===== config.mk =====
export PLATFORM = sky130hd
export DESIGN_NAME = issue_queue_ctrl
export DESIGN_NICKNAME = d
export VERILOG_FILES = /design/src/rtl/issue_queue_ctrl.sv
export SDC_FILE = /design/constraint.sdc
export NUM_CORES = 1
export LEC_CHECK = 0
export BUFFER_PORTS_ARGS = -buffer_cell sky130_fd_sc_hd__buf_2
export CAP_MARGIN = 10
export CELL_PAD_IN_SITES_DETAIL_PLACEMENT = 2
export CELL_PAD_IN_SITES_GLOBAL_PLACEMENT = 2
export CORE_ASPECT_RATIO = 0.9
export CORE_MARGIN = 2
export CORE_UTILIZATION = 50
export CTS_BUF_LIST = sky130_fd_sc_hd__clkbuf_4 sky130_fd_sc_hd__clkbuf_8
export CTS_CLUSTER_DIAMETER = 60
export DETAILED_ROUTE_END_ITERATION = 6
export PLACE_DENSITY_LB_ADDON = 0.3
export SYNTH_ARGS = -nofsm -noshare
export SYNTH_HDL_FRONTEND = slang
export SYNTH_SLANG_ARGS = --single-unit

===== constraint.sdc =====
create_clock -name clk_in -period 12.3 [get_ports clk_in]
set_input_delay 1.845 -clock clk_in [delete_from_list [all_inputs] [get_ports clk_in]]
set_output_delay 1.845 -clock clk_in [all_outputs]
set_load 0.01 [all_outputs]

===== src/rtl/issue_queue_ctrl.sv =====
// rtl/issue_queue_ctrl.sv - fetch-to-decoder issue FIFO with load/store classification
//
// Buffers fetched (inst, pc) pairs in a circular FIFO and presents the head
// slot to the decoder. The head is popped once the decoder reports that the
// ROB and the target station can accept it. A ROB clear (mispredict) empties
// the queue.
//
// Ports
//   clk_in           in   1            clock, rising edge
//   rst_in           in   1            asynchronous reset, active-low
//   rdy_in           in   1            global ready; 0 freezes all state
//   rob_clear        in   1            synchronous flush request
//   fetch_valid      in   1            fetch offers an instruction
//   fetch_inst       in   32           fetched instruction word
//   fetch_pc         in   32           pc of fetch_inst
//   queue_full       out  1            count == DEPTH; fetch must hold
//   inst_to_dec      out  32           head instruction, 0 when empty
//   pc_to_dec        out  32           head pc, `emptyInst when empty
//   if_ls            out  1            head is a load or store
//   if_station_idle  in   1            decoder can accept the head
//   count            out  ADDR_BITS+1  number of valid entries
//   issued_cnt       out  32           instructions issued since reset

`ifndef emptyInst
`define emptyInst 32'hFFFF_FFFF
`endif

module issue_queue_ctrl #(
    parameter int DEPTH     = 16,
    parameter int ADDR_BITS = 4
) (
    input  logic                 clk_in,
    input  logic                 rst_in,
    input  logic                 rdy_in,
    input  logic                 rob_clear,
    input  logic                 fetch_valid,
    input  logic [31:0]          fetch_inst,
    input  logic [31:0]          fetch_pc,
    output logic                 queue_full,
    output logic [31:0]          inst_to_dec,
    output logic [31:0]          pc_to_dec,
    output logic                 if_ls,
    input  logic                 if_station_idle,
    output logic [ADDR_BITS:0]   count,
    output logic [31:0]          issued_cnt
);

    localparam logic [ADDR_BITS:0] FULL_CNT   = (ADDR_BITS+1)'(DEPTH);
    localparam logic [6:0]         OPC_LOAD   = 7'b0000011;
    localparam logic [6:0]         OPC_STORE  = 7'b0100011;

    // Entry storage is deliberately not reset; validity is tracked by count.
    logic [31:0] inst_mem [DEPTH];
    logic [31:0] pc_mem   [DEPTH];

    logic [ADDR_BITS-1:0] head_q, head_d;
    logic [ADDR_BITS-1:0] tail_q, tail_d;
    logic [ADDR_BITS:0]   count_q, count_d;
    logic [31:0]          issued_q, issued_d;

    logic is_empty;
    logic is_full;
    logic push;
    logic pop;
    logic [31:0] head_inst;
    logic [31:0] head_pc;

    assign is_empty = (count_q == '0);
    assign is_full  = (count_q == FULL_CNT);

    // Full is judged from the registered count only, so a pop in the same
    // cycle never frees a slot for the fetch offered alongside it.
    assign push = rdy_in & ~rob_clear & fetch_valid & ~is_full;
    assign pop  = rdy_in & ~rob_clear & ~is_empty & if_station_idle;

    // Next-state logic
    always_comb begin
        head_d   = head_q;
        tail_d   = tail_q;
        count_d  = count_q;
        issued_d = issued_q;

        if (rdy_in) begin
            if (rob_clear) begin
                // Flush drops everything; the issue counter keeps its history.
                head_d  = '0;
                tail_d  = '0;
                count_d = '0;
            end else begin
                if (push) begin
                    tail_d = tail_q + 1'b1;
                end
                if (pop) begin
                    head_d   = head_q + 1'b1;
                    issued_d = issued_q + 32'd1;
                end
                case ({push, pop})
                    2'b10:   count_d = count_q + 1'b1;
                    2'b01:   count_d = count_q - 1'b1;
                    default: count_d = count_q;
                endcase
            end
        end
    end

    // Control state
    always_ff @(posedge clk_in or negedge rst_in) begin
        if (!rst_in) begin
            head_q   <= '0;
            tail_q   <= '0;
            count_q  <= '0;
            issued_q <= '0;
        end else begin
            head_q   <= head_d;
            tail_q   <= tail_d;
            count_q  <= count_d;
            issued_q <= issued_d;
        end
    end

    // Entry storage write port
    always_ff @(posedge clk_in) begin
        if (push) begin
            inst_mem[tail_q] <= fetch_inst;
            pc_mem[tail_q]   <= fetch_pc;
        end
    end

    assign head_inst = inst_mem[head_q];
    assign head_pc   = pc_mem[head_q];

    // Decoder-facing outputs come straight from the head slot, no bypass of
    // the entry being written this cycle.
    always_comb begin
        inst_to_dec = 32'b0;
        pc_to_dec   = `emptyInst;
        if_ls       = 1'b0;
        if (!is_empty) begin
            inst_to_dec = head_inst;
            pc_to_dec   = head_pc;
            if_ls       = (head_inst[6:0] == OPC_LOAD) ||
                          (head_inst[6:0] == OPC_STORE);
        end
    end

    assign queue_full = is_full;
    assign count      = count_q;
    assign issued_cnt = issued_q;

endmodule


=== Word-level counts from Yosys, hierarchy flattened ===
Memories as Yosys holds them, arrays and structs flattened.
Index checks and enable logic that the tools add are counted.

* Add/subtract/negate cells: 5
* Bitwise gates (word level): 8
* Mux-type cells: 11
* Reduce and logical (&&, ||, !) cells: 9
* Equality and inequality tests: 5

{| class="wikitable"
|+ Operator list
! kind !! number
|-
| $mux 32 || 2
|-
| $add 32x1->32 const B || 1
|-
| $mux 4 || 4
|-
| $pmux 5 s2 || 1
|-
| $add 4x1->4 const B || 2
|-
| $eq 7x2->1 const B || 1
|-
| $eq 7x6->1 const B || 1
|-
| $reduce_and 2->1 || 3
|-
| $add 5x1->5 const B || 1
|-
| $and 1x1->1 || 5
|-
| $eq 5x5->1 const B || 1
|-
| $logic_not 5->1 || 1
|-
| $mux 5 || 1
|-
| $sub 5x1->5 const B || 1
|-
| $reduce_bool 2->1 || 2
|-
| $mux 1 || 3
|-
| $not 1->1 || 3
|-
| $reduce_and 3->1 || 1
|-
| $reduce_bool 3->1 || 1
|-
| $eq 2x1->1 const B || 1
|-
| $eq 2x2->1 const B || 1
|-
| $logic_or 1x1->1 || 1
|}

* Word-level logic and storage cells: 44
* Output and inout bits: 103
* Input port bits: 70
* Memory bits (writable): 1024
* Bits in registers: 45
* Memories: 2

{| class="wikitable"
|+ Memories
! memory !! words !! width !! read ports !! clocked after Yosys merged registers in !! wr ports !! RTL line !! RTL
|-
| inst_mem || 16 || 32 || 1 || 0 || 1 || 53 || <nowiki>logic [31:0] inst_mem [DEPTH];</nowiki>
|-
| pc_mem || 16 || 32 || 1 || 0 || 1 || 54 || <nowiki>logic [31:0] pc_mem [DEPTH];</nowiki>
|}

=== Depth between registers and ports, before layout ===
* Depth in word-level cells: 7
* Gate-level depth with buffers: 11
* Gate-level depth less buffers: 9

=== Worst setup path after synthesis ===
OpenSTA, ideal clock, no wires.

* Kind: input -> register
* Start point: in rdy_in
* End point: mem inst_mem[15][0], enable pin
* Setup time: 0.644 ns
* Stages: 5
* Path buffers: 2
* Arrival: 8.498 ns
* Required time: 11.656 ns
* Path slack: 3.157 ns
* Path through: nor2b_1 > buf_2 > nand2_1 > clkbuf_1 > nor4_1

* Longest elaborated chain between the ends: 5

{| class="wikitable"
|+ RTL lines
! what !! RTL line !! RTL
|-
| from (decl) || 34 || <nowiki>input logic rdy_in,</nowiki>
|-
| $and 1x1->1 (3 in series) || 73 || <nowiki>assign push = rdy_in & ~rob_clear & fetch_valid & ~is_full;</nowiki>
|-
| $mux 1 || 123 || <nowiki>if (push) begin</nowiki>
|-
| $mux 1 (implied by the code) || 124 || <nowiki>inst_mem[tail_q] <= fetch_inst;</nowiki>
|-
| to (decl) || 53 ||
|}

Every way passes these cells.

=== Final worst setup path ===
* Start point: reg head_q[1]
* End point: out if_ls

* Longest elaborated chain between the ends: 4
* Elaborated cells between the ends (all ways): 5
* Those cells by class: eq/ne: 2; mux: 1; reduce/logical: 1; memory: 1

{| class="wikitable"
|+ RTL lines
! what !! RTL line !! RTL
|-
| from (decl) || 56 || <nowiki>logic [ADDR_BITS-1:0] head_q, head_d;</nowiki>
|-
| from (signal assigned) || 109 || <nowiki>head_q <= '0;</nowiki>
|-
| from (signal assigned) || 114 || <nowiki>head_q <= head_d;</nowiki>
|-
| $mem_v2 16x32 (*) || - ||
|-
| $eq 7x2->1 or $eq 7x6->1 (tied branches) || 141, 142 ||
|-
| $logic_or 1x1->1 (*) || 141 || <nowiki>if_ls = (head_inst[6:0] == OPC_LOAD) ||</nowiki>
|-
| $mux 1 (*) || 138 || <nowiki>if (!is_empty) begin</nowiki>
|-
| to (decl) || 42 || <nowiki>output logic if_ls,</nowiki>
|}

Mark *: on every way between the ends. The rest lies on a longest branch, timed or not.

==> flow_summary.toml <==
[clock_tree]
clock_latency_ps = 820
cts_setup_buffers = 0
cts_htree_levels = 4
clock_sinks = 1069
path_clk_slew_ps = 70
cts_root_buf = "clkbuf_8"
cts-buffers-inserted = 167
max-clock-path-buffers = 3
cts_tree = "done"
cts_hold_buf = 0
ctsResizeCount = 0

[detailed_routing]
wl_mm = 126
drc = 0
dr.pass1.iters = 5
vias = 21100
routedWlPerCell_um = 39.0
vias_per_cell = 6.51
ant_nets = 0
first_iter_violations = 2733

[power]
p_seq_share_pct = 44.4
p_sw_share_pct = 29.5
p_per_area_nw_per_um2 = 202
power_frac_comb_pct = 24.2
p_int_mw = 6.65
worst_ir_drop_vdd_mv = 0.129
p_leak_nw = 15.0
clockPowerShare_pct = 31.4
finalPower_mw = 9.44
netSwitchingPower_mw = 2.79

[critical_path]
r2r_end = "inst_mem[11][23]"
critical-path-top-delay-family = "buffers and inverters"
worst-r2r-setup-slack_ps = 8120
r2r_start = "count[4]"
crit_slowest_cell = "buf_4"
critPathRequiredTime_ps = 10450
cp-start-kind = "register"
crit_type = "reg2out"
cp-end-kind = "primary output"
critical_path_buf_inv_count = 3
cp_max_fo = 168
r2r_cells = 6
crit_chain = "buf_4 > buf_12 > mux4_2 > a22o_1 > a221oi_1 > nand3_1 > nor2_1 > buf_2"
cpPeakStageDelay_ps = 840
arrival_ps = 5230

[synthesis]
synth-seq-area-share_pct = 77.2
synth.yosys.warnings = 0
synth_edf_count = 1024
synth_top_flop_cell = "edfxtp_1"
synth.top_cell.area_share_pct = 74.5
ys_top_cells_by_area = "edfxtp_1 (75%), mux4_2 (17%), dfrtp_1 (2.7%)"
synthDistinctLibCells = 56
synthArstFlopShare_pct = 4.21
syn_area_per_cell_um2 = 23.5
syn-cell-area_um2 = 41300
synth.ff_latch_count = 1069
ys_top_cells_by_count = "edfxtp_1 (1024), mux4_2 (316), clkbuf_1 (48)"
netlist_instances = 1760
syn_nets = 1838
yosysMostFrequentCell = "edfxtp_1"
synth_area_leader_cell = "edfxtp_1"

[worst_hold_path]
hold_path.class = "reg2reg"
hold_start = "issued_cnt[31]"
min_to = "issued_cnt[31]"
min_delay_path_depth = 1

[place]
dpl.cell_count = 2943
place.gp.congestion = 0.757
post-place-ws_ps = 6050
dp_hpwl_mm = 66.6
io_buffers = 172

[cells_and_area]
finalCoreUtilization_pct = 57.4
multi_input_area_um2 = 9030
final-seq-area_um2 = 31900
n_fill_cell = 6498
layout-drive-gt1-share_pct = 37.3
syn_to_final_growth_pct = 13.1
nets = 2130
final_cells = 3238

[status]
status = "finished clean"

[floorplan]
die_h_um = 277
rows = 99
ios = 173
die_w_um = 307
fp.dieArea_um2 = 84900
core_um2 = 81400
initial_core_util_pct = 50.7

[timing]
finalSetupTns_ps = 0
fin_crit_sh_pct = 57.5
finalWorstSetupSlack_ps = 5230
rsz0062_at_grt = "false"
hold_viol_final = 0
tightestPinTransition_ps = 1110
timing.fmax_mhz = 141
relSlewSlack_pct = 26.0
finalSetupViolCount = 0
clock_skew_ps = 39.6
post-route-min-period_ps = 7070
drv_slew = 0

[flow_run]
cap_viol_max_count = 0

[global_route]
grt_pass1_wl_mm = 180
grt_max_degree = 169
grt_pass1_vias = 22800
grtUsageTotal_pct = 30.6
globalRouteOverflowTotal = 0
antenna_found_initial = 12
==> per-layer routing <==
layer	wire, um	global-route usage, %	share of wire [%]
met1	51300	43.2	41
met2	61400	48.2	49
met3	10500	7.21	8.3
met4	3060	8.94	2.4
met5	86	0	0.068
==> registers in the layout, indices dropped and copies added, names as in the netlist <==
register and cells:
inst_mem 512, pc_mem 512, issued_cnt 32, count 5, head_q 4, tail_q 4
==> per-stage QoR <==
step / hold WS [ps] / instance area (um^2)
floorplan: 504 / 41300
global placement: 452 / 43500
detailed placement: 471 / 43500
CTS: 480 / 46700
global route: 519 / 46700
finish: 473 / 46700
==> placed cells by master, fill, tap and decap left out, types with 4 or more instances in the layout <==
cell type,n
a221oi_1,4
nand4_1,8
clkbuf_8,182
edfxtp_1,1024
inv_6,4
and2_1,29
nand2_1,12
nand3_1,16
xor2_1,15
nor3_1,8
mux4_2,316
nor2b_1,7
clkbuf_4,55
buf_4,40
ha_1,8
clkinv_1,39
inv_1,20
a22o_1,5
nor4_2,12
nor2_4,5
diode_2,6
or3_1,4
and3_1,4
or2_1,32
buf_2,172
clkinv_2,6
o22ai_1,9
dfrtp_1,42
nor2_1,25
xnor2_1,18
mux2i_1,7
==> cell families after synthesis <==
logic type | share of synthesized area, %
mux | 17.5
xor+xnor | 0.740
compound gates | 0.828
simple gates | 2.29
fa+ha+maj | 0.243
flops | 77.2
buf+inv | 1.16
==> final cells by class <==
class	instances	share of cell area (%)
Multi-Input combinational cell	579	19.3
Antenna cell	6	0.0322
Tap cell	1060	2.84
Inverter	21	0.174
Clock buffer	237	6.25
Sequential cell	1069	68.3
Timing Repair Buffer	214	2.57
Clock inverter	52	0.501
==> worst max-delay path by stage <==
| stage | start | depth (start not counted) | slack, ps | end |
|---|---|---|---|---|
| detailed placement | head_q[0] | 6 | 6050 | inst_to_dec[18] |
| finish | head_q[1] | 8 | 5230 | if_ls |
| global route | head_q[0] | 6 | 4910 | inst_to_dec[13] |
| CTS | head_q[0] | 6 | 5170 | inst_to_dec[9] |
| floorplan | rdy_in | 5 | 3160 | inst_mem[15][0] |
| global placement | head_q[0] | 6 | 6180 | inst_to_dec[18] |
==> power by group through the flow <==
stage	Sequential, mW	Combinational [mW]	Clock (mW)
final	4.19	2.28	2.96
after global routing	4.20	2.41	3.15
after CTS	4.19	2.31	3.02
after detailed placement	4.27	2.26	0
after global placement	4.25	2.15	0
after floorplan	4.17	1.54	0
Note: power is estimated with default switching activity, not from simulation.
